==> config.mk <==
export PLATFORM = sky130hd
export DESIGN_NAME = mod_counter_n
export DESIGN_NICKNAME = d
export VERILOG_FILES = /design/src/rtl/mod_counter_n.sv
export SDC_FILE = /design/constraint.sdc
export NUM_CORES = 1
export LEC_CHECK = 0
export CAP_MARGIN = 20
export CORE_AREA = 5 5 42 44
export CTS_CLUSTER_DIAMETER = 100
export DETAILED_ROUTE_END_ITERATION = 6
export DIE_AREA = 0 0 47 49
export SLEW_MARGIN = 20
export SYNTH_ARGS = -nofsm -noshare
export SYNTH_HDL_FRONTEND = slang
export SYNTH_SLANG_ARGS = --single-unit
==> constraint.sdc <==
create_clock -name clk -period 1.5 [get_ports clk]
set_input_delay 0.3 -clock clk [delete_from_list [all_inputs] [get_ports clk]]
set_output_delay 0.3 -clock clk [all_outputs]
set_load 0.005 [all_outputs]
==> src/rtl/mod_counter_n.sv <==
// Modulo-N up/down digit counter with clear, range-protected load,
// combinational cascade terminal count and a registered wrap pulse.
module mod_counter_n #(
  parameter int WIDTH       = 3,
  parameter int MODULUS     = 6,
  parameter int RESET_VALUE = 0
) (
  input  logic             clk,
  input  logic             reset,
  input  logic             enable,
  input  logic             up_down,
  input  logic             clear,
  input  logic             load,
  input  logic [WIDTH-1:0] load_value,
  output logic [WIDTH-1:0] out,
  output logic             tc_out,
  output logic             wrap
);

  localparam logic [WIDTH-1:0] MAX_V   = WIDTH'(MODULUS - 1);
  localparam logic [WIDTH-1:0] RST_V   = WIDTH'(RESET_VALUE);
  // One extra bit so MODULUS == 2**WIDTH is representable.
  localparam logic [WIDTH:0]   MOD_EXT = (WIDTH+1)'(MODULUS);

  logic w_at_max;
  logic w_at_min;
  logic w_load_ok;

  always_comb begin
    w_at_max  = (out == MAX_V);
    w_at_min  = (out == '0);
    w_load_ok = ({1'b0, load_value} < MOD_EXT);
  end

  assign tc_out = enable & ~clear & ~load & (up_down ? w_at_max : w_at_min);

  // Boundary is tested before stepping, so out+1 / out-1 never leave range.
  always_ff @(posedge clk or negedge reset) begin
    if (!reset) begin
      out  <= RST_V;
      wrap <= 1'b0;
    end else if (clear) begin
      out  <= '0;
      wrap <= 1'b0;
    end else if (load) begin
      out  <= w_load_ok ? load_value : MAX_V;
      wrap <= 1'b0;
    end else if (enable) begin
      if (up_down) begin
        out  <= w_at_max ? '0 : out + WIDTH'(1);
        wrap <= w_at_max;
      end else begin
        out  <= w_at_min ? MAX_V : out - WIDTH'(1);
        wrap <= w_at_min;
      end
    end else begin
      wrap <= 1'b0;
    end
  end

endmodule

==> flow_metrics.tcl, run 1 <==
set metrics [dict create \
    dr.pass1.iters 4 \
    required_ns 1.20 \
    synthTopCellsByArea "dfrtp_1 (36%), a211oi_1 (11%), nand2b_1 (4.5%)" \
    synth_edf_count 0 \
    slew-limit-headroom_pct 82.0 \
    maxCapViolations 0 \
    die_h_um 49 \
    met3_usage_pct 2.21 \
    setup_tns_ns -0.0334 \
    regToRegSetupSlack_ns 0.04 \
    fill_cells 152 \
    dp_hpwl_um 706 \
    synth.top_cell.area_share_pct 35.7 \
    io_buffer_count 13 \
    post_drt_wl_per_cell_um 12.7 \
    p_comb_share_pct 36.5 \
    worstSetupStartpoint "clear" \
    ys_seq_area_share_pct 35.7 \
    grt_antenna_before_repair 0 \
    synth_cell_types 22 \
    grtUsageTotal_pct 10.7 \
    async_flop_share_pct 100 \
    swShare_pct 27.7 \
    htreeDepth 1 \
    cts_made_buffers 3 \
    setup_viol 1 \
    final_nets 79 \
    yosysTopAreaCell "dfrtp_1" \
    critPathMaxFanout 2 \
    routed_wl_um 1070 \
    coreArea_um2 1400 \
    fmax_mhz 652 \
    end_kind "output pin" \
    n_antenna_cell 0 \
    power_density_nw_per_um2 657 \
    drtIter0Drc 2 \
    fin_crit_sh_pct 102 \
    grt_use_met2_pct 17.0 \
    cp-start-kind "input pin" \
    utilization_pct 44.6 \
    placed_cells 75 \
    share_clk_of_total_power_pct 34.2 \
    irDropWorstVdd_uv 341 \
    rsz0062_at_grt "true" \
    internal_power_w 0.000297 \
    status "finished, violations left" \
    synth_flop_cell "dfrtp_1" \
    cts_max_path_buffers 2 \
    viasPerCell 4.57 \
    route.vias.total 384 \
    drcViolationCount 0 \
    violations "setup timing" \
    timing.rr.end "out[2]" \
    worst-setup-path-type "in2out" \
    gp_congestion 0.775 \
    cts_root_buf "clkbuf_4" \
    hold_violations 0 \
    drive_gt1_share_pct 44.1 \
    finalClockSkew_ns 0.00775 \
    busiest_layer "met2" \
    finalWorstSetupSlack_ns -0.0334 \
    worst_slew_pin_slew_ns 0.268 \
    grt_pass1_vias 429 \
    instances_no_fill 84 \
    post-route-min-period_ns 1.53 \
    clkLatencyLatePin_ns 0.24 \
    grt_max_degree 8 \
    start_util_pct 20.0 \
    grt_pass1_wl_um 1740 \
    ys_ff_latch 4 \
    multiInputGateArea_um2 194 \
    hold_class "in2async" \
    synth_commonest_cells "a211oi_1 (4), dfrtp_1 (4), nor2_1 (3)" \
    syn2layout_area_growth_pct 123 \
    cts.sinks 4 \
    p_switching_w 0.000114 \
    netlist_area_um2 280 \
    die_w_um 47 \
    worst-r2r-cell-count 5 \
    leakagePower_nw 0.323 \
    synthCells 32 \
    die_area_um2 2300 \
    seq_area_um2 100 \
    ys_warn_count 0 \
    r2r-start "out[0]" \
    final_max_slew_viol_count 0 \
    clk_pin_slew_ns 0.04 \
    seq_power_share_pct 29.3 \
    syn_area_per_cell_um2 8.76 \
    critPathArrivalTime_ns 1.23 \
    ant_nets 0 \
    met1_usage_pct 11.7 \
    syn-num-nets 41 \
    grt_overflow_total 0 \
    io_pins 14 \
    cts_tree "yes" \
    rows 14 \
]
## stage by stage
step                      hold WS, ns  worst slack [ns]  power, W  instance area, µm²
after floorplan               0.00441             0.208  0.000161                 280
after global placement          0.513            -0.721  0.000249                 538
after detailed placement        0.512            -0.727  0.000251                 538
after CTS                       0.251           -0.0461  0.000412                 611
after global routing            0.273            -0.115  0.000435                 626
final                           0.254           -0.0334  0.000411                 626
## worst max-delay path: stages
cell and delay (ns):
dlygate4sd2_1 0.25, or3b_4 0.41, a211oi_2 0.14, buf_2 0.14
## kinds of logic (layout without fill, tap and decap cells)
kind of cell	after synthesis	count (layout)	synth area share, %
and+or+nand+nor	13	13	26.8
DFF	4	4	35.7
buffers and inverters	2	38	3.12
AOI/OAI and AO/OA	12	12	31.3
xor gates and xnor gates	1	1	3.13
## placed cells by master, fill, tap and decap left out, drive strengths merged
cell type and count:
nor2b 1, o31a 1, dlymetal6s2s 1, o211a 1
nor2 3, a31o 1, nand2 1, dfrtp 4
nand3 1, nand2b 2, a21oi 2, inv 1
nor3b 1, and3 1, nor3 1, or3b 1
buf 22, o21bai 1, xor2 1, clkdlybuf4s50 5
a31oi 1, dlygate4sd2 6, a211oi 4, and3b 1
o22ai 1, clkbuf 3
## worst max path at each step
stage	endpoint	slack (ns)	cells past startpoint
floorplan	tc_out	0.21	4
global placement	tc_out	-0.72	4
detailed placement	tc_out	-0.73	4
CTS	tc_out	-0.05	5
global route	tc_out	-0.12	5
finish	tc_out	-0.03	4
## per-layer routing
metal | vias up | wire, µm
li1 | 193 | -
met1 | 174 | 409
met2 | 13 | 562
met3 | 4 | 65
met4 | 0 | 29
met5 | - | 0
## registers in the layout, indices dropped and copies added, names as in the netlist
signal and count:
out 3, wrap 1
## power by group through the flow
stage / clock network (W) / registers [W] / logic (W)
after floorplan: 0 / 0.000123 / 0.0000381
after global placement: 0 / 0.000121 / 0.000128
after detailed placement: 0 / 0.000121 / 0.000130
after CTS: 0.000146 / 0.000120 / 0.000145
after global routing: 0.000150 / 0.000121 / 0.000164
final: 0.000141 / 0.000121 / 0.000150
## timing repair
action,in CTS,in global routing
pin swaps,4,2
hold buffers,0,0
gates resized for setup,17,2
buffers inserted,5,1
setup endpoints to repair,4,4
## layout make-up
cell class / count / area share (%)
clock buffers: 3 / 3.60
inverters: 1 / 0.600
multi-input cells: 26 / 31.0
flip-flops and latches: 4 / 16.0
well taps: 16 / 3.20
repair buffers: 34 / 45.6
No activity file was read; power rests on OpenSTA's default activity.
==> inputs of run 2 (changes only) <==
--- a/config.mk
+++ b/config.mk
@@ -10,6 +10,7 @@
 export CTS_CLUSTER_DIAMETER = 100
 export DETAILED_ROUTE_END_ITERATION = 6
 export DIE_AREA = 0 0 47 49
+export DONT_BUFFER_PORTS = 1
 export SLEW_MARGIN = 20
 export SYNTH_ARGS = -nofsm -noshare
 export SYNTH_HDL_FRONTEND = slang
==> run 2 against run 1 <==
The flow now finishes without violations. Worst hold slack worse by 0.12 ns. Clock power is 4% lower. Power shrank 21%. Largest power group is now the clock network.
==> flow_metrics.tcl, run 2 (synthesis gave the netlist of run 1 again) <==
set metrics [dict create \
    status "finished, final reports clean" \
    clk_pin_slew_ns 0.03 \
    ant_nets 0 \
    io_buffer_count 0 \
    syn2layout_area_growth_pct 31.2 \
    crit_chain "nor2_4 -> nand2_2 -> a211oi_2" \
    grt_max_degree 9 \
    cts_root_buf "clkbuf_4" \
    io_pins 14 \
    rows 14 \
    dp_hpwl_um 593 \
    slew-limit-headroom_pct 85.6 \
    p_comb_share_pct 18.5 \
    die_h_um 49 \
    setup_tns_ns 0 \
    die_area_um2 2300 \
    top_regs "out: 3 flops, wrap: 1 flops" \
    seq_power_share_pct 39.4 \
    layout_common_cells "a211oi_1 (3), clkbuf_4 (3), buf_4 (3)" \
    regToRegSetupSlack_ns 0.15 \
    coreArea_um2 1400 \
    cp-start-kind "flip-flop" \
    hold_class "in2reg" \
    required_ns 1.20 \
    grt_pass1_vias 303 \
    hold_violations 0 \
    worst-r2r-cell-count 4 \
    cts_made_buffers 3 \
    grt_antenna_before_repair 0 \
    p_switching_w 0.0000852 \
    hold_slack_ns 0.130 \
    swShare_pct 26.4 \
    r2r-start "out[0]" \
    start_util_pct 20.0 \
    finalWorstSetupSlack_ns 0.114 \
    drcViolationCount 0 \
    final_nets 49 \
    setup_viol 0 \
    grt_overflow_total 0 \
    die_w_um 47 \
    drtIter0Drc 2 \
    regMostFlops "out" \
    critPathMaxFanout 6 \
    crit_slowest_cell "dfrtp_2" \
    cts_tree "yes" \
    critPathArrivalTime_ns 1.09 \
    irDropWorstVdd_uv 278 \
    finalClockSkew_ns 0.00766 \
    min_from "clear" \
    grt_pass1_wl_um 1200 \
    worst_slew_pin_slew_ns 0.215 \
    grtUsageTotal_pct 7.48 \
    largest_register_ffs 3 \
    post_drt_wl_per_cell_um 14.5 \
    dr.pass1.iters 2 \
    drive_gt1_share_pct 31.6 \
    fill_cells 151 \
    htreeDepth 1 \
    cts.sinks 4 \
    route.vias.total 286 \
    internal_power_w 0.000238 \
    power_density_nw_per_um2 879 \
    pre_cts_ws_ns 0.173 \
    n_antenna_cell 0 \
    maxCapViolations 0 \
    leakagePower_nw 0.155 \
    viasPerCell 5.30 \
    slowest_delay_ns 0.44 \
    worst-setup-path-type "reg2out" \
    cts_max_path_buffers 2 \
    routed_wl_um 783 \
    fin_crit_sh_pct 92.4 \
    end_kind "output pin" \
    fmax_mhz 721 \
    clkLatencyLatePin_ns 0.24 \
    post-route-min-period_ns 1.39 \
    whs_path_depth 1 \
    worstSetupStartpoint "out[0]" \
    final_max_slew_viol_count 0 \
    share_clk_of_total_power_pct 42.2 \
    gp_congestion 0.707 \
]
## run 2: cell types whose count changed in the layout (fill, tap and decap cells not counted), sizes merged
cell,previous run,this run
clkdlybuf4s50,5,0
dlymetal6s2s,1,0
buf,22,3
dlygate4sd2,6,0
dlygate4sd3,0,1
## run 2: stage by stage
step | std cells | utilization, % | cell area (µm²) | power [W]
6_report | 54 | 26.3 | 368 | 0.000323
5_1_grt | 54 | 26.3 | 368 | 0.000350
4_1_cts | 53 | 24.9 | 349 | 0.000323
3_5_place_dp | 49 | 22.1 | 310 | 0.000175
3_3_place_gp | 49 | 22.1 | 310 | 0.000174
2_1_floorplan | 32 | - | 280 | 0.000161
## run 2: repair_timing
item	4_1_cts	5_1_grt
hold endpoints to repair	4	0
setup buffers	0	1
setup endpoints to repair	1	1
gates resized for setup	2	5
hold buffers	1	0
pin swaps	0	1
## run 2: layout make-up
cell class	instances	area (µm²)	area share (%)
clock buffers	3	22.5	6.12
repair buffers	4	32.5	8.84
multi-input cells	26	186	50.7
inverters	1	3.75	1.02
flip-flops and latches	4	103	27.9
well taps	16	20.0	5.44
## run 2: worst paths after layout
kind,end
worst max-delay path,tc_out
worst min-delay path,out[0]
worst max register to register,out[2]
worst min register to register,wrap
max in group asynchronous,out[0]
min in group asynchronous,wrap
## run 2: power by group through the flow
stage          registers (W)   logic, W  clock network, W
2_1_floorplan       0.000123  0.0000381                 0
3_3_place_gp        0.000127  0.0000475                 0
3_5_place_dp        0.000127  0.0000477                 0
4_1_cts             0.000126  0.0000529          0.000144
5_1_grt             0.000128  0.0000671          0.000155
6_report            0.000127  0.0000598          0.000136
## run 2: worst max-delay path: cells and delay by family, from the launching register on
family | cells | cell delay [ns]
compound gates | 1 | 0.21
flops | 1 | 0.44
simple gates | 2 | 0.20
## run 2: layer usage
layer | part of all wire [%] | global-route usage (%) | vias to the layer above
met4 | 2.4 | 5.53 | 0
met5 | 0 | 0 | -
met2 | 45 | 11.1 | 12
met3 | 13 | 5.17 | 2
li1 | - | - | 136
met1 | 39 | 6.84 | 136
==> inputs of run 3 (changes only) <==
--- a/config.mk
+++ b/config.mk
@@ -11,6 +11,8 @@
 export DETAILED_ROUTE_END_ITERATION = 6
 export DIE_AREA = 0 0 47 49
 export DONT_BUFFER_PORTS = 1
+export GPL_TIMING_DRIVEN = 0
+export REMOVE_ABC_BUFFERS = 1
 export SLEW_MARGIN = 20
 export SYNTH_ARGS = -nofsm -noshare
 export SYNTH_HDL_FRONTEND = slang
==> run 3 against run 2 <==
Critical path depth is the same. Clock skew is 0.0034 ns lower. Via count is 8.7% lower. Flip-flop and latch count unchanged. Maximum frequency fell by 2.1%. Global-route usage decreased by 0.35 points. Cell count decreased by 1.9%. Sequential power is essentially flat. Worst setup slack lost 0.029 ns. Worst hold slack improved by 0.0084 ns. Critical endpoint unchanged. Largest cell class unchanged. Largest power group is now sequential cells. Highest routed layer is now met3.
==> flow_metrics.tcl, run 3 (synthesis gave the netlist of run 1 again) <==
set metrics [dict create \
    status "finished, final reports clean" \
    leakagePower_nw 0.146 \
    viasPerCell 4.92 \
    die_area_um2 2300 \
    route.vias.total 261 \
    worst-setup-path-type "reg2out" \
    setup_viol 0 \
    final_max_slew_viol_count 0 \
    die_h_um 49 \
    irDropWorstVdd_uv 198 \
    finalClockSkew_ns 0.00427 \
    drtIter0Drc 12 \
    setup_tns_ns 0 \
    seq_power_share_pct 41.9 \
    die_w_um 47 \
    whs_path_depth 1 \
    layout_common_cells "a211oi_1 (3), clkbuf_4 (3)" \
    clkLatencyLatePin_ns 0.23 \
    worst_slew_pin_slew_ns 0.308 \
    fmax_mhz 706 \
    rows 14 \
    cts_max_path_buffers 2 \
    cts_tree "yes" \
    drive_gt1_share_pct 24.3 \
    report.power.total_w 0.000311 \
    end_kind "output pin" \
    clk_pin_slew_ns 0.03 \
    critPathMaxFanout 7 \
    drcViolationCount 0 \
    gp_congestion 0.725 \
    hold_class "in2reg" \
    grt_pass1_vias 272 \
    fin_crit_sh_pct 94.4 \
    hold_violations 0 \
    cp-start-kind "flip-flop" \
    grt_overflow_total 0 \
    internal_power_w 0.000233 \
    post-route-min-period_ns 1.42 \
    grtUsageTotal_pct 7.13 \
    cts_root_buf "clkbuf_4" \
    swShare_pct 25.1 \
    coreArea_um2 1400 \
    post_drt_wl_per_cell_um 13.5 \
    io_pins 14 \
    top_regs "out: 3 flops, wrap: 1 flops" \
    regMostFlops "out" \
    largest_register_ffs 3 \
    io_buffer_count 0 \
    n_antenna_cell 0 \
    placed_area_um2 295 \
    p_comb_share_pct 16.7 \
    final_cell_area_um2 357 \
    cts_made_buffers 3 \
    regToRegSetupSlack_ns 0.14 \
    pre_cts_ws_ns 0.138 \
    cts.sinks 4 \
    final_nets 48 \
    syn2layout_area_growth_pct 27.2 \
    p_switching_w 0.0000780 \
    power_density_nw_per_um2 872 \
    share_clk_of_total_power_pct 41.4 \
    ant_nets 0 \
    maxCapViolations 0 \
    htreeDepth 1 \
    grt_antenna_before_repair 0 \
    finalWorstSetupSlack_ns 0.0843 \
    dr.pass1.iters 2 \
    worst-r2r-cell-count 4 \
    rsz0062_at_grt "true" \
    dp_hpwl_um 541 \
    required_ns 1.20 \
    critPathArrivalTime_ns 1.12 \
    grt_pass1_wl_um 1150 \
    slew-limit-headroom_pct 79.4 \
    routed_wl_um 716 \
    start_util_pct 20.0 \
    grt_max_degree 10 \
]
run 3: critical path: stages, from the launching register on:
cell	delay, ns
dfrtp_2	0.46
nor2_4	0.11
nand2_2	0.07
a211oi_2	0.25
run 3: cell type report:
type                       instances  area, µm²
multi-input combinational         26        186
inverter                           1       3.75
clock buffer                       3       22.5
fill                             156       1040
tap                               16       20.0
timing repair buffer               3       21.3
sequential                         4        103
run 3: stage by stage:
| step | hold WS [ns] | std cells | util [%] |
|---|---|---|---|
| 6_report | 0.138 | 53 | 25.4 |
| 5_1_grt | 0.119 | 53 | 25.4 |
| 4_1_cts | 0.126 | 52 | 24.1 |
| 3_5_place_dp | 0.00451 | 47 | 21.1 |
| 3_3_place_gp | 0.00450 | 47 | 21.1 |
| 2_1_floorplan | 0.00441 | 31 | - |
run 3: what timing repair did:
action                                 4_1_cts  5_1_grt
pin swaps                                    1        2
gates resized for setup                      2        4
gates cloned                                 0        0
buffers inserted                             1        1
hold buffers                                 1        0
setup endpoints to repair                    1        1
endpoints found under the hold margin        4        0
run 3: path summary, 6_finish.rpt:
check | from | end
worst min register to register | out[1] | wrap
worst max register to register | out[0] | out[2]
worst min-delay path | clear | out[0]
min in group asynchronous | reset | wrap
max in group asynchronous | reset | out[2]
worst max-delay path | out[0] | tc_out
run 3: power groups by stage:
stage | Combinational [W] | Clock [W] | Sequential [W]
floorplan | 0.0000325 | 0 | 0.000127
global placement | 0.0000368 | 0 | 0.000131
detailed placement | 0.0000373 | 0 | 0.000131
CTS | 0.0000467 | 0.000140 | 0.000129
global route | 0.0000572 | 0.000147 | 0.000132
finish | 0.0000521 | 0.000129 | 0.000130
run 3: per-layer routing:
layer | up-vias | track usage (%) | wire, µm
met1 | 117 | 8.63 | 343
met5 | - | 0 | 0
met3 | 0 | 4.06 | 102
met4 | 0 | 5.53 | 0
met2 | 11 | 8.82 | 270
li1 | 133 | - | -
